File: src/rtl/uart_core_if.sv
// uart_core_if: transmit handshake, serial pins and receive result bundle for uart_core
interface uart_core_if #(parameter int DATA_BITS = 8);
  logic [DATA_BITS-1:0] tx_data;
  logic tx_valid;
  logic tx_ready;
  logic tx_busy;
  logic txd;
  logic rxd;
  logic loopback;
  logic [DATA_BITS-1:0] rx_data;
  logic rx_valid;
  logic rx_parity_err;
  logic rx_frame_err;
  modport master (
    output tx_data, tx_valid, rxd, loopback,
    input tx_ready, tx_busy, txd, rx_data, rx_valid, rx_parity_err, rx_frame_err
  );
  modport slave (
    input tx_data, tx_valid, rxd, loopback,
    output tx_ready, tx_busy, txd, rx_data, rx_valid, rx_parity_err, rx_frame_err
  );
endinterface

File: src/rtl/uart_core.sv
// uart_core: full-duplex UART with shared oversampling tick, parity/stop options and loopback
module uart_core #(
  parameter int CLK_HZ = 50000000,
  parameter int BAUD = 9600,
  parameter int OVERSAMPLE = 16,
  parameter int DATA_BITS = 8,
  parameter int PARITY = 0,
  parameter int STOP_BITS = 1
) (
  input logic clk,
  input logic rst,
  uart_core_if.slave u
);
  localparam int DIV_RAW = CLK_HZ / (BAUD * OVERSAMPLE);
  localparam int BAUD_DIV = DIV_RAW < 1 ? 1 : DIV_RAW;
  localparam int DW = BAUD_DIV > 1 ? $clog2(BAUD_DIV) : 1;
  localparam int CW = $clog2(OVERSAMPLE);
  localparam logic [CW-1:0] OS_LAST = CW'(OVERSAMPLE - 1);
  localparam logic [CW-1:0] OS_HALF = CW'(OVERSAMPLE / 2 - 1);
  localparam logic [3:0] DB_LAST = 4'(DATA_BITS - 1);
  localparam logic [3:0] SB_LAST = 4'(STOP_BITS - 1);
  typedef enum logic [2:0] {T_IDLE, T_ARM, T_START, T_DATA, T_PAR, T_STOP} tx_st_e;
  typedef enum logic [2:0] {R_IDLE, R_START, R_DATA, R_PAR, R_STOP} rx_st_e;
  logic [DW-1:0] div_q, div_d;
  logic tick;
  tx_st_e tx_st_q, tx_st_d;
  logic [CW-1:0] tx_cnt_q, tx_cnt_d;
  logic [3:0] tx_bit_q, tx_bit_d;
  logic [DATA_BITS-1:0] tx_sh_q, tx_sh_d;
  logic tx_par_q, tx_par_d;
  logic tx_bit_end, tx_ready, tx_accept, txd;
  rx_st_e rx_st_q, rx_st_d;
  logic [2:0] rx_sync_q;
  logic [CW-1:0] rx_cnt_q, rx_cnt_d;
  logic [3:0] rx_bit_q, rx_bit_d;
  logic [DATA_BITS-1:0] rx_sh_q, rx_sh_d, rx_data_q, rx_data_d;
  logic rx_par_q, rx_par_d;
  logic rx_valid_q, rx_valid_d, rx_perr_q, rx_perr_d, rx_ferr_q, rx_ferr_d;
  logic rx_src, rx_line, rx_fall, rx_samp;
  always_comb begin
    tick = div_q == DW'(BAUD_DIV - 1);
    div_d = tick ? '0 : div_q + 1'b1;
  end
  // Ready rises in the last cycle of the final stop period so a held tx_valid chains frames with no gap
  always_comb begin
    tx_bit_end = tick && tx_cnt_q == OS_LAST;
    tx_ready = tx_st_q == T_IDLE || (tx_st_q == T_STOP && tx_bit_end && tx_bit_q == SB_LAST);
    tx_accept = u.tx_valid && tx_ready;
    txd = tx_st_q == T_START ? 1'b0 : tx_st_q == T_DATA ? tx_sh_q[0] : tx_st_q == T_PAR ? tx_par_q : 1'b1;
  end
  always_comb begin
    tx_st_d = tx_st_q;
    tx_cnt_d = tx_cnt_q;
    tx_bit_d = tx_bit_q;
    tx_sh_d = tx_sh_q;
    tx_par_d = tx_par_q;
    if (tick && !(tx_st_q inside {T_IDLE, T_ARM})) tx_cnt_d = tx_bit_end ? '0 : tx_cnt_q + 1'b1;
    case (tx_st_q)
      T_ARM: if (tick) tx_st_d = T_START;
      T_START: if (tx_bit_end) tx_st_d = T_DATA;
      T_DATA: if (tx_bit_end) begin
        tx_sh_d = tx_sh_q >> 1;
        tx_bit_d = tx_bit_q == DB_LAST ? '0 : tx_bit_q + 1'b1;
        if (tx_bit_q == DB_LAST) tx_st_d = PARITY == 0 ? T_STOP : T_PAR;
      end
      T_PAR: if (tx_bit_end) tx_st_d = T_STOP;
      T_STOP: if (tx_bit_end) begin
        tx_bit_d = tx_bit_q == SB_LAST ? '0 : tx_bit_q + 1'b1;
        if (tx_bit_q == SB_LAST) tx_st_d = T_IDLE;
      end
      default: tx_st_d = tx_st_q;
    endcase
    if (tx_accept) begin
      tx_st_d = tick ? T_START : T_ARM;
      tx_cnt_d = '0;
      tx_bit_d = '0;
      tx_sh_d = u.tx_data;
      tx_par_d = PARITY == 1 ? ~^u.tx_data : ^u.tx_data;
    end
  end
  always_comb begin
    rx_src = u.loopback ? txd : u.rxd;
    rx_line = rx_sync_q[1];
    rx_fall = rx_sync_q[2] && !rx_sync_q[1];
    rx_samp = tick && rx_cnt_q == (rx_st_q == R_START ? OS_HALF : OS_LAST);
  end
  // Start is qualified at half a bit, then every later sample lands mid-bit
  always_comb begin
    rx_st_d = rx_st_q;
    rx_cnt_d = rx_cnt_q;
    rx_bit_d = rx_bit_q;
    rx_sh_d = rx_sh_q;
    rx_par_d = rx_par_q;
    rx_data_d = rx_data_q;
    rx_valid_d = 1'b0;
    rx_perr_d = rx_perr_q;
    rx_ferr_d = rx_ferr_q;
    if (tick && rx_st_q != R_IDLE) rx_cnt_d = rx_samp ? '0 : rx_cnt_q + 1'b1;
    case (rx_st_q)
      R_IDLE: if (rx_fall) begin
        rx_st_d = R_START;
        rx_cnt_d = '0;
      end
      R_START: if (rx_samp) begin
        rx_st_d = rx_line ? R_IDLE : R_DATA;
        rx_bit_d = '0;
      end
      R_DATA: if (rx_samp) begin
        rx_sh_d = {rx_line, rx_sh_q[DATA_BITS-1:1]};
        rx_bit_d = rx_bit_q + 1'b1;
        if (rx_bit_q == DB_LAST) rx_st_d = PARITY == 0 ? R_STOP : R_PAR;
      end
      R_PAR: if (rx_samp) begin
        rx_par_d = rx_line;
        rx_st_d = R_STOP;
      end
      R_STOP: if (rx_samp) begin
        rx_st_d = R_IDLE;
        rx_valid_d = 1'b1;
        rx_data_d = rx_sh_q;
        rx_ferr_d = !rx_line;
        rx_perr_d = PARITY != 0 && rx_par_q != (PARITY == 1 ? ~^rx_sh_q : ^rx_sh_q);
      end
      default: rx_st_d = R_IDLE;
    endcase
  end
  always_ff @(posedge clk or posedge rst)
    if (rst) begin
      div_q <= '0;
      tx_st_q <= T_IDLE;
      tx_cnt_q <= '0;
      tx_bit_q <= '0;
      tx_sh_q <= '0;
      tx_par_q <= 1'b0;
      rx_st_q <= R_IDLE;
      rx_sync_q <= '1;
      rx_cnt_q <= '0;
      rx_bit_q <= '0;
      rx_sh_q <= '0;
      rx_par_q <= 1'b0;
      rx_data_q <= '0;
      rx_valid_q <= 1'b0;
      rx_perr_q <= 1'b0;
      rx_ferr_q <= 1'b0;
    end else begin
      div_q <= div_d;
      tx_st_q <= tx_st_d;
      tx_cnt_q <= tx_cnt_d;
      tx_bit_q <= tx_bit_d;
      tx_sh_q <= tx_sh_d;
      tx_par_q <= tx_par_d;
      rx_st_q <= rx_st_d;
      rx_sync_q <= {rx_sync_q[1:0], rx_src};
      rx_cnt_q <= rx_cnt_d;
      rx_bit_q <= rx_bit_d;
      rx_sh_q <= rx_sh_d;
      rx_par_q <= rx_par_d;
      rx_data_q <= rx_data_d;
      rx_valid_q <= rx_valid_d;
      rx_perr_q <= rx_perr_d;
      rx_ferr_q <= rx_ferr_d;
    end
  assign u.tx_ready = tx_ready;
  assign u.tx_busy = !tx_ready;
  assign u.txd = txd;
  assign u.rx_data = rx_data_q;
  assign u.rx_valid = rx_valid_q;
  assign u.rx_parity_err = rx_perr_q;
  assign u.rx_frame_err = rx_ferr_q;
endmodule

File: src/flat_wrapper.sv
// flat-port wrapper written by rule: the top's interface ports become plain ports
module uart_core_flat 
#(
  parameter int CLK_HZ = 50000000,
  parameter int BAUD = 9600,
  parameter int OVERSAMPLE = 16,
  parameter int DATA_BITS = 8,
  parameter int PARITY = 0,
  parameter int STOP_BITS = 1
)
  (clk, rst, u_tx_data, u_tx_valid, u_rxd, u_loopback, u_tx_ready, u_tx_busy, u_txd, u_rx_data, u_rx_valid, u_rx_parity_err, u_rx_frame_err);
  uart_core_if #(.DATA_BITS(DATA_BITS)) u_i ();
  input logic clk;
  input logic rst;
  input wire logic [$bits(u_i.tx_data)-1:0] u_tx_data;
  input wire logic [$bits(u_i.tx_valid)-1:0] u_tx_valid;
  input wire logic [$bits(u_i.rxd)-1:0] u_rxd;
  input wire logic [$bits(u_i.loopback)-1:0] u_loopback;
  output wire logic [$bits(u_i.tx_ready)-1:0] u_tx_ready;
  output wire logic [$bits(u_i.tx_busy)-1:0] u_tx_busy;
  output wire logic [$bits(u_i.txd)-1:0] u_txd;
  output wire logic [$bits(u_i.rx_data)-1:0] u_rx_data;
  output wire logic [$bits(u_i.rx_valid)-1:0] u_rx_valid;
  output wire logic [$bits(u_i.rx_parity_err)-1:0] u_rx_parity_err;
  output wire logic [$bits(u_i.rx_frame_err)-1:0] u_rx_frame_err;
  assign u_i.tx_data = u_tx_data;
  assign u_i.tx_valid = u_tx_valid;
  assign u_i.rxd = u_rxd;
  assign u_i.loopback = u_loopback;
  assign u_tx_ready = u_i.tx_ready;
  assign u_tx_busy = u_i.tx_busy;
  assign u_txd = u_i.txd;
  assign u_rx_data = u_i.rx_data;
  assign u_rx_valid = u_i.rx_valid;
  assign u_rx_parity_err = u_i.rx_parity_err;
  assign u_rx_frame_err = u_i.rx_frame_err;
  uart_core #(.CLK_HZ(CLK_HZ), .BAUD(BAUD), .OVERSAMPLE(OVERSAMPLE), .DATA_BITS(DATA_BITS), .PARITY(PARITY), .STOP_BITS(STOP_BITS)) u_core (.clk(clk), .rst(rst), .u(u_i));
endmodule
File: config.mk
export PLATFORM = sky130hd
export DESIGN_NAME = uart_core_flat
export DESIGN_NICKNAME = d
export VERILOG_FILES = /design/src/rtl/uart_core_if.sv /design/src/rtl/uart_core.sv /design/src/flat_wrapper.sv
export SDC_FILE = /design/constraint.sdc
export NUM_CORES = 1
export LEC_CHECK = 0
export BUFFER_PORTS_ARGS = -buffer_cell sky130_fd_sc_hd__buf_4
export CAP_MARGIN = 30
export CORE_UTILIZATION = 59
export DETAILED_ROUTE_END_ITERATION = 12
export GPL_ROUTABILITY_DRIVEN = 0
export HOLD_SLACK_MARGIN = 0.08
export PLACE_DENSITY = 0.79
export SETUP_SLACK_MARGIN = 0.02
export SYNTH_ARGS = -nofsm -noshare
export SYNTH_HDL_FRONTEND = slang
export SYNTH_SLANG_ARGS = --single-unit
File: constraint.sdc
create_clock -name clk -period 3.07 [get_ports clk]
set_clock_uncertainty 0.15 [all_clocks]
set_input_delay 0.4605 -clock clk [delete_from_list [all_inputs] [get_ports clk]]
set_output_delay 0.4605 -clock clk [all_outputs]
set_load 0.005 [all_outputs]
# ---- Word-level counts from Yosys, hierarchy flattened
# Index checks and enable logic that the tools add are counted.
dict set report op_classes {
  addsub 5
  eq_ne 27
  muxes 45
  reduce_logical 31
}
# op count
set ops {}
lappend ops {{two-way mux 4 bit} 15}
lappend ops {{two-way mux 3 bit} 14}
lappend ops {{case mux 3 bit (5 select lines)} 2}
lappend ops {{two-way mux 8 bit} 3}
lappend ops {{adder 4 x 1 -> 4 bit (second input constant)} 4}
lappend ops {{case mux 4 bit (2 select lines)} 2}
lappend ops {{!= test 3 x 1 -> 1 bit (second input constant)} 5}
lappend ops {{equality test 3 x 2 -> 1 bit (second input constant)} 4}
lappend ops {{!= test 2 x 1 -> 1 bit (second input constant)} 6}
lappend ops {{nonzero test 2 bit} 5}
lappend ops {{adder 9 x 1 -> 9 bit (second input constant)} 1}
lappend ops {{equality test 3 bit (second input constant)} 3}
lappend ops {{equality test 9 bit (second input constant)} 1}
lappend ops {{two-way mux 9 bit} 1}
lappend ops {{equality test 4 x 3 -> 1 bit (second input constant)} 2}
lappend ops {{logical AND 1 bit} 8}
lappend ops {{AND reduction 8 bit} 1}
lappend ops {{parity 8 bit} 1}
lappend ops {{equality test 3 x 1 -> 1 bit (second input constant)} 2}
lappend ops {{zero test 3 bit} 2}
lappend ops {{two-way mux 1 bit} 6}
lappend ops {{!= test 3 x 2 -> 1 bit (second input constant)} 2}
lappend ops {{AND reduction 2 bit} 3}
lappend ops {{AND reduction 3 bit} 2}
lappend ops {{9 further kinds} 13}
dict set report word_totals {
  reg_bits 61
  in_bits 13
  output_inout_bits 14
  word_cells 122
}

# ---- Logic depth before layout (Yosys ltp)
# Gate-level depths: netlist of the first run.
dict set report logic_depth {
  word_depth 8
  depth_mapped 10
  mapped_depth_nobuf 7
}

# ---- Worst setup path before layout of the first run
# OpenSTA, ideal clock, no wires.
dict set report synth_timing {
  path_type {flip-flop to flip-flop}
  start {register u_core.div_q[0]}
  end {register u_core.rx_bit_q[3]}
  setup_ns 0.069
  arrival_ns 2.276
  t_required_ns 2.851
  slack_ns 0.575
  stages_incl_launch_ff 11
  path_buffers 3
  synth_period_minus_slack_ns 2.495
  cell_sequence {dfrtp_1 -> inv_1 -> ha_1 -> nand4bb_1 -> buf_2 -> or2_1 -> buf_6 -> or4_1 -> buf_2 -> or4_1 -> nand3_1}
}
dict set report synth_between {
  elab_chain_len 4
  elab_cells_between_ends 5
  cone_classes {eq/ne (3); reduce/logical (2)}
}
# item line_no
set synth_rtl {}
lappend synth_rtl {{start: declaration} uart_core.sv:24} ;# logic [DW-1:0] div_q, div_d;
lappend synth_rtl {{start signal: assignment} uart_core.sv:146} ;# div_q <= div_d;
lappend synth_rtl {{equality test 9 bit *} uart_core.sv:41} ;# tick = div_q == DW'(BAUD_DIV - 1);
lappend synth_rtl {{logical AND 1 bit *} uart_core.sv:85} ;# rx_samp = tick && rx_cnt_q == (rx_st_q == R_START ? OS_HALF : OS_LAST);
lappend synth_rtl {{!= test 2 x 1 -> 1 bit (no line)} -}
lappend synth_rtl {{AND reduction 3 bit (no line) *} -}
lappend synth_rtl {{end signal: assignment} uart_core.sv:155} ;# rx_bit_q <= rx_bit_d;
lappend synth_rtl {{end: declaration} uart_core.sv:35} ;# logic [3:0] rx_bit_q, rx_bit_d;
# Every way passes the cells marked *; elsewhere a longest branch is shown, timed or not.
# A chain may end at the register's enable or synchronous reset.

# ---- Worst setup path after layout of the first run
dict set report layout_timing {
  start {register u_core.div_q[0]}
  end {output u_tx_busy}
}
dict set report layout_between {
  elab_chain_len 6
}
# item line_no
set layout_rtl {}
lappend layout_rtl {{equality test 9 bit} uart_core.sv:41}
lappend layout_rtl {{logical AND 1 bit} uart_core.sv:46} ;# tx_bit_end = tick && tx_cnt_q == OS_LAST;
lappend layout_rtl {{logical AND 1 bit (2 in a row)} uart_core.sv:47} ;# tx_ready = tx_st_q == T_IDLE || (tx_st_q == T_STOP && tx_bit_end && tx_bit_q == SB_LAST);
lappend layout_rtl {{logical OR 1 bit} uart_core.sv:47}
lappend layout_rtl {{zero test 1 bit} uart_core.sv:164} ;# assign u.tx_busy = !tx_ready;
lappend layout_rtl {{end: declaration} flat_wrapper.sv:20} ;# output wire logic [$bits(u_i.tx_busy)-1:0] u_tx_busy;
# No other way between the ends.

==> results of run 1 <==
## worst min-delay path, cell delays in order
cell and delay (ns):
buf_4 0.11, inv_2 0.03, buf_4 0.57
## cells by family (layout without fill, tap and decap cells)
kind of cell / count (synthesis) / after routing / share of synthesized area [%]
AND/OR/NAND/NOR: 101 / 101 / 17.51
other: 1 / 1 / 0.1198
XOR/XNOR: 17 / 17 / 4.756
buffers and inverters: 24 / 57 / 3.397
adder cells (fa/ha/maj): 9 / 9 / 3.597
AO/OA/AOI/OAI: 65 / 65 / 14.35
flip-flops: 61 / 61 / 48.88
multiplexers: 21 / 21 / 7.394
## final cells by class
class                   instances  area, um^2  area share, %
multi-input cells             214        1494          42.04
clock buffers                   9       123.9          3.486
repair buffers                 30       225.2          6.338
clock inverters                 7       51.30          1.444
well taps                      70       87.58          2.465
inverters                      11       41.29          1.162
flip-flops and latches         61        1530          43.06
## through the flow
| stage | cells | utilization [%] | power [mW] | hold slack [ns] |
|---|---|---|---|---|
| finish | 402 | 69.57 | 1.535 | 0.1890 |
| detailed placement | 386 | 66.14 | 0.9227 | 0.1978 |
| floorplan | 299 | - | 0.8941 | 0.1952 |
| CTS | 402 | 69.57 | 1.551 | 0.2027 |
| global placement | 386 | 66.14 | 0.9209 | 0.1977 |
| global route | 402 | 69.57 | 1.596 | 0.2094 |
## routing by layer
metal | vias to the layer above | share of wire, % | track usage [%]
met5 | - | 0 | 0
met4 | 0 | 1.1 | 9.015
met3 | 5 | 2.5 | 4.819
met2 | 40 | 45 | 33.13
met1 | 1081 | 52 | 31.79
li1 | 1137 | - | -
## worst max path at each step
stage               startpoint                  to  slack [ns]  depth (start not counted)
2_1_floorplan  u_core.div_q[0]  u_core.rx_bit_q[3]        0.58                         10
3_3_place_gp   u_core.div_q[0]  u_core.rx_bit_q[2]        0.60                          7
3_5_place_dp   u_core.div_q[0]  u_core.rx_bit_q[2]        0.56                          7
4_1_cts        u_core.div_q[0]           u_tx_busy        0.39                          8
5_1_grt        u_core.div_q[0]           u_tx_busy        0.28                          8
6_report       u_core.div_q[0]           u_tx_busy        0.41                          8
## registers in the layout, summed over array words and instances (netlist names)
name,flops
u_core.div_q,9
u_core.rx_bit_q,4
u_core.rx_cnt_q,4
u_core.rx_sh_q,8
u_core.rx_st_q,3
u_core.rx_sync_q,3
u_core.tx_bit_q,4
u_core.tx_cnt_q,4
u_core.tx_par_q,1
u_core.tx_sh_q,8
u_core.tx_st_q,3
u_core.u.rx_data,8
u_core.u.rx_frame_err,1
u_core.u.rx_valid,1
## power by group
part	switching [mW]	internal, mW
logic	0.0518	0.0383
registers	0.00690	0.810
clock network	0.334	0.295
## synth_stat cells, drive strengths merged, types with 3 or more instances
cell and number:
mux2i 4, xnor2 12, a22o 8, dfrtp 58, and2 4, ha 9, dfstp 3, nand2 23
nor2 19, a21o 9, and3 5, xor2 5, or3 4, buf 7, nor3 6, nand3 18
a21oi 8, inv 10, clkbuf 6, mux2 17, nand4bb 3, o211ai 3, o21ai 17, a41oi 3
==> impl_metrics.ini, run 1 <==
[hold_path]
min_path_type = input port to asynchronous set/reset pin

[final_layout]
layout_common_cells = dfrtp_1 (58), buf_4 (30), nand2_1 (23)
final_cell_area_mm2 = 0.003553
syn_to_final_growth_pct = 13.51
fill_cells = 406
n_antenna_cell = 0
nNetsFinal = 349
drive_above_1_share_pct = 21.39
final_common_cell = dfrtp_1

[worst_setup_path]
timing.rr.end = u_core.rx_bit_q[2]
r2r-start = u_core.div_q[0]
crit_path_max_incr_delay_ns = 0.41
path_cells = inv_1 -> ha_1 -> nand4bb_1 -> buf_4 -> nor4_1 -> o21a_1 -> inv_1 -> buf_4
r2r_setup_slack_ns = 0.56
cp_top_family = simple AND/OR/NAND/NOR gates
end_kind = primary output
cp_data_required_time_ns = 2.46
reg2reg_depth = 7
critPathArrivalTime_ns = 2.05
crit_fanout = 8
start_kind = flip-flop
path_class = flip-flop to primary output
cp_num_buf_inv = 4
crit_path_top_delay_cell = dfrtp_1

[placement]
dp_slack_ns = 0.5578
dpl_cell_area_mm2 = 0.003378
dpl.hpwl_mm = 3.945
portBuffers = 25

[detailed_routing]
routed_wl_mm = 5.588
ant_nets = 0
drc = 0
dr.pass1.iters = 4
route.vias.total = 2263
via_per_inst = 5.629
routedWlPerCell_um = 13.90
drt_iter0_markers = 106

[synthesis]
ys_seq_area_share_pct = 48.88
syn_avg_cell_area_um2 = 10.47
ys_warn_count = 0
syn_inst = 299
synth.largest_area_cell = dfrtp_1
synth_ff_type = dfrtp_1
synth_edf_count = 0
ys_seq_elements = 61
syn-num-nets = 321
ys_types = 56
async_reset_ff_share_pct = 100.0
synth_top_cell_area_share_pct = 46.36
ys_top_cells_by_area = dfrtp_1 (46%), mux2_2 (6.1%), ha_1 (3.6%)
synth_area_mm2 = 0.003131

[global_routing]
grt_pass1_wl_mm = 9.397
antenna_found_initial = 0
gr-total-overflow = 0
grt_max_degree = 62
grt_pass1_vias = 2111
track_usage_pct = 22.28

[timing]
fmax_ghz = 0.3759
slew_violations = 0
final-hold-violation-count = 0
min_period_over_period_pct = 86.65
rsz0062_at_grt = false
timing.final.ws_setup_ns = 0.4099
period_minus_slack_ns = 2.660
setup_violations = 0
slew_headroom_pct = 50.66
worstMarginPinSlew_ns = 0.7345
tns_ns = 0

[cts]
cts_sinks = 61
htreeDepth = 3
clk_pin_slew_ns = 0.07
cts_tree = yes
ctsHoldBuffers = 0
root_buffer = clkbuf_8
cts.repair.resized = 0
cts.path.max_buffers = 2
clk_latency_ns = 0.33
cts_setup_buffers = 0
cts_inserted_buffers = 9

[power]
powerDensity_mw_per_mm2 = 432.1
p_leak_nw = 1.669
irDropWorstVdd_v = 0.0003462

[floorplanning]
core-area_mm2 = 0.005107
die_area_mm2 = 0.005601
die_height_um = 74.84
initial_utilization_pct = 61.29
die_width_um = 74.84
rows = 26
design.portCount = 27

[status]
status = complete, no violations

[run]
cap_violations = 0
Note: power is estimated with default switching activity, not from simulation.
==> inputs of run 2 (changes only) <==
--- a/config.mk
+++ b/config.mk
@@ -12,6 +12,7 @@
 export GPL_ROUTABILITY_DRIVEN = 0
 export HOLD_SLACK_MARGIN = 0.08
 export PLACE_DENSITY = 0.79
+export REMOVE_ABC_BUFFERS = 1
 export SETUP_SLACK_MARGIN = 0.02
 export SYNTH_ARGS = -nofsm -noshare
 export SYNTH_HDL_FRONTEND = slang
==> impl_metrics.ini, run 2 (same netlist as run 1, synthesis figures left out) <==
[status]
status = complete, no violations

[detailed_routing]
route.vias.total = 2316
drt_iter0_markers = 106
via_per_inst = 5.747
dr.pass1.iters = 4
drc = 0
routed_wl_mm = 5.951
ant_nets = 0
routedWlPerCell_um = 14.77

[timing]
tns_ns = 0
fmax_ghz = 0.3692
timing.final.ws_setup_ns = 0.3614
worstMarginPinSlew_ns = 0.7544
slew_violations = 0
setup_violations = 0
min_period_over_period_pct = 88.23
period_minus_slack_ns = 2.709
slew_headroom_pct = 49.33
final-hold-violation-count = 0
rsz0062_at_grt = false

[cts]
clk_latency_ns = 0.35
htreeDepth = 3
cts.path.max_buffers = 2
cts_sinks = 61
clk_pin_slew_ns = 0.08
cts_inserted_buffers = 9
root_buffer = clkbuf_8
ctsHoldBuffers = 1
cts_tree = yes
cts.repair.resized = 0
cts_setup_buffers = 0

[floorplanning]
die_width_um = 74.84
rows = 26
die_height_um = 74.84
initial_utilization_pct = 61.29
core-area_mm2 = 0.005107
design.portCount = 27
die_area_mm2 = 0.005601

[power]
powerDensity_mw_per_mm2 = 452.5
irDropWorstVdd_v = 0.0003509
p_leak_nw = 1.693

[worst_setup_path]
crit_path_top_delay_cell = nor4_1
cp_num_buf_inv = 4
end_kind = primary output
cp_data_required_time_ns = 2.46
cp_top_family = simple AND/OR/NAND/NOR gates
crit_path_max_incr_delay_ns = 0.46
crit_fanout = 8
path_depth = 8
start_kind = flip-flop
critPathArrivalTime_ns = 2.10
reg2reg_depth = 5
path_class = flip-flop to primary output
path_cells = inv_1 -> ha_1 -> nand4bb_1 -> buf_4 -> nor4_1 -> o21a_1 -> inv_1 -> buf_4

[final_layout]
fin_util_pct = 70.46
final_common_cell = dfrtp_1
syn_to_final_growth_pct = 14.95
n_antenna_cell = 0
nNetsFinal = 350
regMostFlops = u_core.div_q
layout_common_cells = dfrtp_1 (58), buf_4 (29), nand2_1 (23)
seq_area_mm2 = 0.001530
largest_reg_flops = 9
fill_cells = 399
drive_above_1_share_pct = 21.32
multi_input_area_mm2 = 0.001494

[global_routing]
grt_pass1_wl_mm = 10.02
grt_pass1_vias = 2265
gr-total-overflow = 0
antenna_found_initial = 0
grt_max_degree = 36
track_usage_pct = 24.07

[run]
cap_violations = 0

[hold_path]
min_path_type = input port to flip-flop
worst_hold_path.num_cells = 2

[placement]
portBuffers = 25
dpl.hpwl_mm = 4.097
dp_slack_ns = 0.3995
-- run 2: changes by cell type in the layout (fill, tap and decap cells not counted), sizes merged --
cell and delta:
dlygate4sd3 +1, bufinv +1, clkinvlp -1
-- run 2: final timing paths --
| path | startpoint | endpoint | slack, ns |
|---|---|---|---|
| setup / recovery | u_core.div_q[0] | u_tx_busy | 0.36 |
| hold / removal | u_rxd | u_core.rx_sync_q[0] | 0.19 |
| setup reg to reg | u_core.div_q[3] | u_core.rx_bit_q[2] | 0.36 |
| hold reg to reg | u_core.rx_sync_q[0] | u_core.rx_sync_q[1] | 0.21 |
| max in group asynchronous | rst | u_core.rx_sync_q[1] | 1.52 |
| min in group asynchronous | rst | u_core.u.rx_data[5] | 0.60 |
-- run 2: power by group --
group          total (mW)  internal [mW]  leakage, nW  switching [mW]
Sequential          0.816          0.810        0.766         0.00624
Clock               0.720          0.377       0.0996           0.343
Combinational      0.0927         0.0409        0.828          0.0518
Total                1.63           1.23         1.69           0.401
-- run 2: layer usage --
metal  track usage, %  vias to the layer above  part of all wire, %
met5                0                        -                    0
met4            12.79                        0                  2.0
met3            4.953                       10                  3.0
met2            36.94                       42                   46
met1            32.29                     1127                   49
li1                 -                     1137                    -
-- run 2: final cells by class --
class	count	share of cell area, %
well taps	70	2.434
inverters	11	1.147
clock buffers	9	3.442
clock inverters	7	2.051
flip-flops and latches	61	42.52
repair buffers	31	6.885
multi-input cells	214	41.52
-- run 2: stage by stage --
step / cell area (um^2) / hold WS [ns] / instances / power [mW]
2_1_floorplan: 3065 / 0.1952 / 286 / 0.8932
3_3_place_gp: 3391 / 0.1978 / 386 / 0.9232
3_5_place_dp: 3391 / 0.1975 / 386 / 0.9244
4_1_cts: 3598 / 0.1769 / 403 / 1.646
5_1_grt: 3598 / 0.1921 / 403 / 1.681
6_report: 3598 / 0.1871 / 403 / 1.628
-- run 2: worst register-to-register path, cell delays in order, from the launching register on --
cell and delay, ns:
dfrtp_1 0.44, nand4bb_1 0.41, or2_1 0.46, or4_1 0.58, or4b_1 0.54, nand3_1 0.09
==> inputs of run 3 (changes only) <==
==> constraint.sdc (replaced) <==
create_clock -name clk -period 3.07 [get_ports clk]
set_clock_uncertainty 0.15 [all_clocks]
set_input_delay 0.307 -clock clk [delete_from_list [all_inputs] [get_ports clk]]
set_output_delay 0.307 -clock clk [all_outputs]
set_load 0.005 [all_outputs]
==> impl_metrics.ini, run 3 (same netlist as run 1, synthesis figures left out) <==
[worst_setup_path]
critPathArrivalTime_ns = 2.79
path_class = flip-flop to flip-flop
path_common_cell = or4_1
reg2reg_depth = 5
path_cells = nand4bb_1 -> or2_1 -> or4_1 -> or4_1 -> nand3_1
crit_path_top_delay_cell = or4_1
start_kind = flip-flop
crit_fanout = 10
end_kind = flip-flop
crit_path_max_incr_delay_ns = 0.56
cp_data_required_time_ns = 3.20

[global_routing]
grt_pass1_wl_mm = 9.742
gr-total-overflow = 0
antenna_found_initial = 0
grt_max_degree = 62
grt_pass1_vias = 2151
track_usage_pct = 23.61

[final_layout]
n_antenna_cell = 0
nNetsFinal = 354
drive_above_1_share_pct = 21.07
largest_reg_flops = 9
layout_common_cells = dfrtp_1 (58), buf_4 (31), nand2_1 (23)
regMostFlops = u_core.div_q
final_common_cell = dfrtp_1
syn_to_final_growth_pct = 15.55

[timing]
fmax_ghz = 0.3765
worstMarginPinSlew_ns = 0.7524
tns_ns = 0
slew_headroom_pct = 49.84
rsz0062_at_grt = false
period_minus_slack_ns = 2.656
setup_violations = 0
final-hold-violation-count = 0
slew_violations = 0
min_period_over_period_pct = 86.52

[power]
p_leak_nw = 1.701
fin_total_pwr_mw = 1.600
irDropWorstVdd_v = 0.0003286
powerDensity_mw_per_mm2 = 442.4

[detailed_routing]
routed_wl_mm = 5.813
ant_nets = 0
drt_iter0_markers = 100
via_per_inst = 5.786
dr.pass1.iters = 7
drc = 0
routedWlPerCell_um = 14.28
route.vias.total = 2355

[cts]
clk_latency_ns = 0.34
cts_tree = yes
clk_pin_slew_ns = 0.07
cts_sinks = 61
cts_inserted_buffers = 9
root_buffer = clkbuf_8
htreeDepth = 3
cts.path.max_buffers = 2

[hold_path]
min_path_type = input port to flip-flop
worst_hold_path.num_cells = 3

[floorplanning]
design.portCount = 27
die_width_um = 74.84
initial_utilization_pct = 61.29
rows = 26
die_area_mm2 = 0.005601
core-area_mm2 = 0.005107
die_height_um = 74.84

[run]
cap_violations = 0

[placement]
dpl.hpwl_mm = 3.959
portBuffers = 25

[status]
status = complete, no violations
[run 3: changes by cell type in the layout (fill, tap and decap cells not counted)]
cell / previous run / this run
clkinv_4: 2 / 1
clkinvlp_4: 1 / 2
clkbuf_1: 0 / 1
buf_12: 1 / 0
dlygate4sd3_1: 1 / 4
inv_6: 1 / 0
buf_4: 29 / 31
[run 3: metal layers]
layer	GRT usage (%)	share of wire, %	vias to the layer above
li1	-	-	1146
met1	33.19	48	1145
met2	33.93	46	54
met3	6.024	3.8	10
met4	11.95	2.0	0
met5	0	0	-
[run 3: area by class of cell]
class / count / area (um^2)
Timing Repair Buffer: 35 / 272.8
Fill cell: 391 / 1490
Inverter: 11 / 41.29
Clock inverter: 6 / 63.81
Multi-Input combinational cell: 214 / 1494
Sequential cell: 61 / 1530
Clock buffer: 10 / 127.6
Tap cell: 70 / 87.58
[run 3: where the power goes]
| group | leakage, nW | switching [mW] | internal (mW) |
|---|---|---|---|
| sequential | 0.766 | 0.00635 | 0.810 |
| clock | 0.0923 | 0.317 | 0.373 |
| combinational | 0.843 | 0.0526 | 0.0416 |
| total | 1.70 | 0.376 | 1.22 |
[run 3: worst paths after layout]
| kind | startpoint | end | slack [ns] |
|---|---|---|---|
| max in group asynchronous | rst | u_core.div_q[4] | 1.67 |
| max reg2reg | u_core.div_q[3] | u_core.rx_bit_q[3] | 0.41 |
| min in group asynchronous | rst | u_core.u.rx_data[4] | 0.60 |
| min | u_tx_data[3] | u_core.tx_sh_q[3] | 0.13 |
| min reg2reg | u_core.rx_sync_q[0] | u_core.rx_sync_q[1] | 0.21 |
| max | u_core.div_q[3] | u_core.rx_bit_q[3] | 0.41 |
[run 3: repair_timing]
item / in CTS / in global routing
hold buffers: 4 / 0
resized for setup: 0 / 0
endpoints found under the setup margin: 0 / 0
setup buffers: 0 / 0
hold endpoints to repair: 60 / 0
[run 3: critical path: cells and delay by family, from the launching register on]
family           cells  cell delay [ns]
and+or+nand+nor      5             2.03
DFF                  1             0.42
[run 3: metrics by stage]
| step | cells | hold slack, ns | worst slack, ns | area, um^2 | util, % |
|---|---|---|---|---|---|
| final | 407 | 0.1333 | 0.4139 | 3617 | 70.82 |
| after global routing | 407 | 0.1188 | 0.2448 | 3617 | 70.82 |
| after CTS | 407 | 0.1166 | 0.4073 | 3617 | 70.82 |
| after detailed placement | 387 | 0.1973 | 0.4178 | 3386 | 66.29 |
| after global placement | 387 | 0.1976 | 0.4784 | 3386 | 66.29 |
| after floorplan | 286 | 0.1952 | 0.5265 | 3065 | - |
